## config.mk

```make
export PLATFORM = sky130hd
export DESIGN_NAME = rate_meter_ctrl
export DESIGN_NICKNAME = d
export VERILOG_FILES = /design/src/rtl/rate_meter_pkg.sv /design/src/rtl/window_timer.sv /design/src/rtl/rate_meter_ctrl.sv
export SDC_FILE = /design/constraint.sdc
export NUM_CORES = 1
export LEC_CHECK = 0
export CAP_MARGIN = 20
export CORE_MARGIN = 4
export CORE_UTILIZATION = 40
export DETAILED_ROUTE_END_ITERATION = 12
export PLACE_DENSITY_LB_ADDON = 0.25
export SLEW_MARGIN = 10
export SYNTH_ARGS = -nofsm -noshare
export SYNTH_HDL_FRONTEND = slang
export SYNTH_SLANG_ARGS = --single-unit
```

## constraint.sdc

```tcl
create_clock -name clk_in -period 4 [get_ports clk_in]
set_input_delay 0.4 -clock clk_in [delete_from_list [all_inputs] [get_ports clk_in]]
set_output_delay 0.4 -clock clk_in [all_outputs]
set_load 0.05 [all_outputs]
```

## src/rtl/rate_meter_pkg.sv

```systemverilog
// Shared types for the rate meter.
// Holds the controller FSM state encoding so the top level and any
// future siblings agree on one definition.
package rate_meter_pkg;

  typedef enum logic [1:0] {
    IDLE  = 2'd0,
    COUNT = 2'd1,
    HOLD  = 2'd2
  } state_t;

endpackage

```

## src/rtl/window_timer.sv

```systemverilog
// Window timer: counts cycles of a measurement window and flags the last one.
// Ports:
//   clk_in, rst_in : clock, asynchronous active-high reset
//   load           : capture len and restart at index 0
//   enable         : advance one window index (wraps to 0 after the last)
//   len            : window length in cycles, already clamped to >= 1
//   tc             : current index is len-1 (last cycle of the window)
module window_timer #(
  parameter int WIN_W = 21
) (
  input  logic             clk_in,
  input  logic             rst_in,
  input  logic             load,
  input  logic             enable,
  input  logic [WIN_W-1:0] len,
  output logic             tc
);

  logic [WIN_W-1:0] len_q;
  logic [WIN_W-1:0] cnt_q;

  assign tc = (cnt_q == (len_q - WIN_W'(1)));

  // Wrapping at tc lets back-to-back windows start index 0 with no gap.
  always_ff @(posedge clk_in or posedge rst_in) begin
    if (rst_in) begin
      cnt_q <= '0;
      len_q <= WIN_W'(1);
    end else if (load) begin
      cnt_q <= '0;
      len_q <= len;
    end else if (enable) begin
      cnt_q <= tc ? '0 : (cnt_q + WIN_W'(1));
    end
  end

endmodule

```

## src/rtl/rate_meter_ctrl.sv

```systemverilog
// Rate meter controller: counts rising edges of evt_in over a window of
// programmable length, single-shot or back-to-back, and hands each count
// to a consumer through a valid/ready result register.
// Ports:
//   clk_in, rst_in        : clock, asynchronous active-high reset
//   evt_in                : synchronous event level (rising edges counted)
//   start_in, stop_in     : start / abort a measurement (one-cycle pulses)
//   cont_in, win_len_in   : mode and window length, latched at start
//   result_out, sat_out   : last completed count and its saturation flag
//   result_valid_out      : result holds an unconsumed value
//   result_ready_in       : consumer accepts the result
//   overrun_out           : sticky, an unconsumed result was overwritten
//   busy_out              : a window is in progress
module rate_meter_ctrl
  import rate_meter_pkg::*;
#(
  parameter  int WIN_MAX = 1_000_000,
  parameter  int CNT_MAX = 65_535,
  localparam int WIN_W   = $clog2(WIN_MAX) + 1,
  localparam int CNT_W   = $clog2(CNT_MAX) + 1
) (
  input  logic             clk_in,
  input  logic             rst_in,
  input  logic             evt_in,
  input  logic             start_in,
  input  logic             stop_in,
  input  logic             cont_in,
  input  logic [WIN_W-1:0] win_len_in,
  output logic [CNT_W-1:0] result_out,
  output logic             result_valid_out,
  input  logic             result_ready_in,
  output logic             sat_out,
  output logic             overrun_out,
  output logic             busy_out
);

  function automatic logic [WIN_W-1:0] clamp_len(input logic [WIN_W-1:0] len);
    if (len == '0) begin
      return WIN_W'(1);
    end else if (len > WIN_W'(WIN_MAX)) begin
      return WIN_W'(WIN_MAX);
    end
    return len;
  endfunction

  function automatic logic [CNT_W-1:0] sat_inc(input logic [CNT_W-1:0] cnt,
                                               input logic             inc);
    if (inc && (cnt != CNT_W'(CNT_MAX))) begin
      return cnt + CNT_W'(1);
    end
    return cnt;
  endfunction

  state_t           state_q, state_d;
  logic             evt_p1;
  logic             evt_rise;
  logic [CNT_W-1:0] evt_cnt_q;
  logic [CNT_W-1:0] cnt_inc;
  logic             cont_q;
  logic             start_ok;
  logic             win_end;
  logic             hs;
  logic             tc;
  logic [CNT_W-1:0] result_q;
  logic             sat_q;
  logic             vld_q;
  logic             overrun_q;

  window_timer #(.WIN_W(WIN_W)) u_timer (
    .clk_in (clk_in),
    .rst_in (rst_in),
    .load   (start_ok),
    .enable (state_q == COUNT),
    .len    (clamp_len(win_len_in)),
    .tc     (tc)
  );

  // Stage p0: edge detect, saturating increment, FSM next state
  always_comb begin
    state_d  = state_q;
    evt_rise = evt_in & ~evt_p1;
    cnt_inc  = sat_inc(evt_cnt_q, evt_rise);
    start_ok = (state_q == IDLE) && start_in;
    // stop_in wins over a coincident window end
    win_end  = (state_q == COUNT) && tc && !stop_in;
    hs       = vld_q && result_ready_in;
    case (state_q)
      IDLE:    if (start_in) state_d = COUNT;
      COUNT: begin
        if (stop_in)           state_d = IDLE;
        else if (tc && !cont_q) state_d = HOLD;
      end
      HOLD:    if (hs) state_d = IDLE;
      default: state_d = IDLE;
    endcase
  end

  always_ff @(posedge clk_in or posedge rst_in) begin
    if (rst_in) state_q <= IDLE;
    else        state_q <= state_d;
  end

  // Stage p1: counters and result register
  // evt_p1 resets high so a level already high at release is not an edge.
  always_ff @(posedge clk_in or posedge rst_in) begin
    if (rst_in) begin
      evt_p1    <= 1'b1;
      evt_cnt_q <= '0;
      cont_q    <= 1'b0;
      result_q  <= '0;
      sat_q     <= 1'b0;
      vld_q     <= 1'b0;
      overrun_q <= 1'b0;
    end else begin
      evt_p1 <= evt_in;
      if (start_ok) begin
        cont_q    <= cont_in;
        evt_cnt_q <= '0;
      end else if (state_q == COUNT) begin
        evt_cnt_q <= (stop_in || tc) ? '0 : cnt_inc;
      end
      if (win_end) begin
        result_q <= cnt_inc;
        sat_q    <= (cnt_inc == CNT_W'(CNT_MAX));
      end
      if (win_end)  vld_q <= 1'b1;
      else if (hs)  vld_q <= 1'b0;
      if (start_ok)                       overrun_q <= 1'b0;
      else if (win_end && vld_q && !hs)   overrun_q <= 1'b1;
    end
  end

  assign result_out       = result_q;
  assign sat_out          = sat_q;
  assign result_valid_out = vld_q;
  assign overrun_out      = overrun_q;
  assign busy_out         = (state_q == COUNT);

endmodule

```

==> results of run 1 <==
==> synth_stat cells, drive strengths merged, types with 3 or more instances <==
cell     instances
nor2b            3
a211oi           5
buf              5
ha               4
o21bai           5
mux2i            5
and2             8
o311ai          12
mux2            13
or2              6
or3             12
a21oi           15
nand2           67
nor3             8
xnor2           22
and3             7
clkbuf          27
a22o            21
o2bb2ai          3
o31ai            5
nand3b           3
nor2            36
or4              6
inv             13
nand2b           7
nand3           34
dfrtp           81
nand4           16
a21o             5
o21ai           31
a31oi            5
and4             4
xor2            14
nor4            15
==> placed cells by master (no fill, tap or decap), types with 7 or more instances in the layout <==
cell	instances
buf_4	9
a21oi_1	15
o21ai_0	27
xor2_1	14
nor2_1	36
clkbuf_16	9
xnor2_1	22
nand3_1	34
o311ai_0	12
or3_1	11
nand4_1	16
inv_1	12
nor4_1	13
and2_1	8
clkdlybuf4s50_1	48
a22o_1	21
nand2b_1	7
mux2_4	11
nand2_1	67
dfrtp_1	81
nor3_1	8
and3_1	7
==> registers in the layout (all words and copies together), names as in the netlist <==
signal / flops
state_q: 2
result_valid_out: 1
evt_p1: 1
u_timer.len_q: 21
cont_q: 1
evt_cnt_q: 17
u_timer.cnt_q: 21
result_out: 17
overrun_out: 1
sat_out: 1
==> where the power goes <==
| group | total (mW) | switching (mW) | leakage (nW) | internal (mW) |
|---|---|---|---|---|
| Sequential | 0.988 | 0.0922 | 1.12 | 0.896 |
| Combinational | 0.474 | 0.269 | 1.17 | 0.204 |
| Clock | 0.826 | 0.329 | 0.142 | 0.497 |
==> metrics by stage <==
stage | power, mW | setup slack, ns | hold slack (ns) | utilization (%)
2_1_floorplan | 1.320 | 0.4759 | 0.4045 | -
3_3_place_gp | 1.460 | 0.3689 | 0.4645 | 46.34
3_5_place_dp | 1.473 | 0.2390 | 0.4737 | 46.34
4_1_cts | 2.305 | 0.2472 | 0.4448 | 48.78
5_1_grt | 2.407 | 0.05762 | 0.4801 | 48.78
6_report | 2.288 | 0.2103 | 0.4279 | 48.78
==> worst max-delay path: cells and delay by family (launching register included) <==
family	cells	cell delay, ns
simple gates	6	2.34
flops	1	0.42
buf+inv	1	0.07
mux	1	0.34
fa+ha+maj	1	0.26
compound gates	1	0.23
==> metal layers <==
metal	vias to the layer above	routed length (um)
li1	2069	-
met1	1998	5827
met2	101	5372
met3	15	618
met4	0	176
met5	-	0
==> layout make-up <==
| type | instances | area share (%) |
|---|---|---|
| clock inverters | 4 | 0.8720 |
| inverters | 13 | 0.8507 |
| well taps | 168 | 3.573 |
| multi-input cells | 416 | 45.92 |
| repair buffers | 57 | 9.315 |
| flip-flops and latches | 83 | 35.35 |
| clock buffers | 11 | 4.126 |
==> final timing paths <==
check	start	endpoint	slack, ns	cells past startpoint
setup / recovery	u_timer.len_q[1]	sat_out	0.21	10
min in group clk_in	result_out[4]	result_out[4]	0.48	1
hold reg to reg	result_out[4]	result_out[4]	0.48	1
max in group asynchronous	rst_in	u_timer.len_q[0]	2.79	3
setup reg to reg	u_timer.len_q[1]	sat_out	0.21	10
hold / removal	rst_in	result_out[14]	0.43	2
==> logic make-up (layout without fill, tap and decap cells) <==
logic type | Yosys count | count (layout) | share of synthesized area (%)
buffers and inverters | 45 | 85 | 3.859
adders and majority gates | 4 | 4 | 1.009
xor gates and xnor gates | 36 | 36 | 6.356
DFF | 83 | 83 | 41.92
AOI/OAI and AO/OA | 119 | 119 | 16.77
and+or+nand+nor | 239 | 239 | 25.30
muxes | 18 | 18 | 4.792
==> impl_metrics.json, run 1 <==
{
  "slew_headroom_pct": 37.38,
  "start_kind": "flop",
  "layout.area.seq_mm2": 0.002079,
  "cts_resized": 0,
  "first_pass_iters": 5,
  "finalWirelength_um": 12000,
  "grt-ovfl-total": 0,
  "die-area_mm2": 0.01425,
  "grt_max_degree": 37,
  "powerDensity_mw_per_mm2": 388.9,
  "placement_rows": 40,
  "critPathKind": "reg -> reg",
  "finalInstanceArea_mm2": 0.005883,
  "finalCritPeriodShare_pct": 94.74,
  "fmax_ghz": 0.2639,
  "clock_skew_ns": 0.007778,
  "synth_edf_count": 0,
  "io_pins": 49,
  "hold_violations": 0,
  "ir_drop_mv": 0.1698,
  "first_iter_violations": 281,
  "track_usage_pct": 17.89,
  "num_vias": 4183,
  "drt-wirelength-per-cell_um": 15.95,
  "ys_async_sr_fraction_pct": 100.0,
  "die_w_um": 119.4,
  "placed_cells": 737,
  "port_buffers": 48,
  "yosys.cell_types.count": 59,
  "tightest_slew_ns": 0.9368,
  "syn-mean-instance-area_um2": 9.120,
  "max_cap_viol_count": 0,
  "synth_area_leaders": "dfrtp_1 (41%), nand2_1 (5.1%), xnor2_1 (3.9%)",
  "syn_nets": 576,
  "initial_core_util_pct": 41.13,
  "drive_above_1_share_pct": 9.247,
  "cts_tree": "built",
  "setup_viol": 0,
  "nets": 612,
  "stdcell_count": 752,
  "clk_pin_slew_ns": 0.06,
  "gp_congestion": 0.8466,
  "diodes": 0,
  "hp-class": "in -> async",
  "status": "complete, no violations",
  "tns_ns": 0,
  "clock_path_buffers": 2,
  "grt_util_met2_pct": 27.30,
  "yosysTopAreaCell": "dfrtp_1",
  "post_cts_buffers": 0,
  "yosys_most_used_dff": "dfrtp_1",
  "leakage_nw": 2.432,
  "fillCellCount": 1139,
  "clock_latency_ns": 0.34,
  "cp_slowest_cell": "or4b_1",
  "fp.dieH_um": 119.4,
  "grtUsageMet3_pct": 3.039,
  "dp_hpwl_um": 8842,
  "cts_hold_buf": 0,
  "critPathMaxFanout": 20,
  "grt_pass1_wl_um": 21070,
  "via_per_inst": 5.563,
  "placed_area_mm2": 0.005589,
  "cp_cell_sequence": "inv_1 > ha_1 > or4b_1 > or3_1 > a22o_1 > nor4_2 > nand4_1 > or3b_4 > or2_4 > mux2_1",
  "ys_warn_count": 0,
  "area_growth_pct": 18.59,
  "multiInputGateArea_mm2": 0.002701,
  "rsz0062_at_grt": "false",
  "antenna_left": 0,
  "antenna_found_initial": 0,
  "fin_crit_ns": 3.790,
  "drc": 0,
  "grt_pass1_vias": 4193,
  "critPathRequiredTime_ns": 4.23,
  "ys_ff_latch": 83,
  "report.final.slew_viol_count": 0,
  "coreArea_mm2": 0.01206,
  "critPathMaxStageDelay_ns": 0.63,
  "cp-end-kind": "flop",
  "cts_made_buffers": 9,
  "arrival_ns": 4.02,
  "synth_cells": 544,
  "htreeDepth": 3,
  "synth_top_area_share_pct": 40.86,
  "met1_usage_pct": 25.84,
  "synth_area_mm2": 0.004961,
  "clockRootBuffer": "clkbuf_16",
  "yosysSeqAreaShare_pct": 41.92,
  "clock_sinks": 83,
  "grt_busiest_layer": "met2"
}
Note: power is estimated with default switching activity, not from simulation.
==> run 2: changes to the inputs <==
--- a/config.mk
+++ b/config.mk
@@ -10,7 +10,6 @@
 export CORE_UTILIZATION = 40
 export DETAILED_ROUTE_END_ITERATION = 12
 export PLACE_DENSITY_LB_ADDON = 0.25
-export SLEW_MARGIN = 10
 export SYNTH_ARGS = -nofsm -noshare
 export SYNTH_HDL_FRONTEND = slang
 export SYNTH_SLANG_ARGS = --single-unit
==> results of run 2 <==
No change in the layout: final DEF, timing and power equal those of run 1.
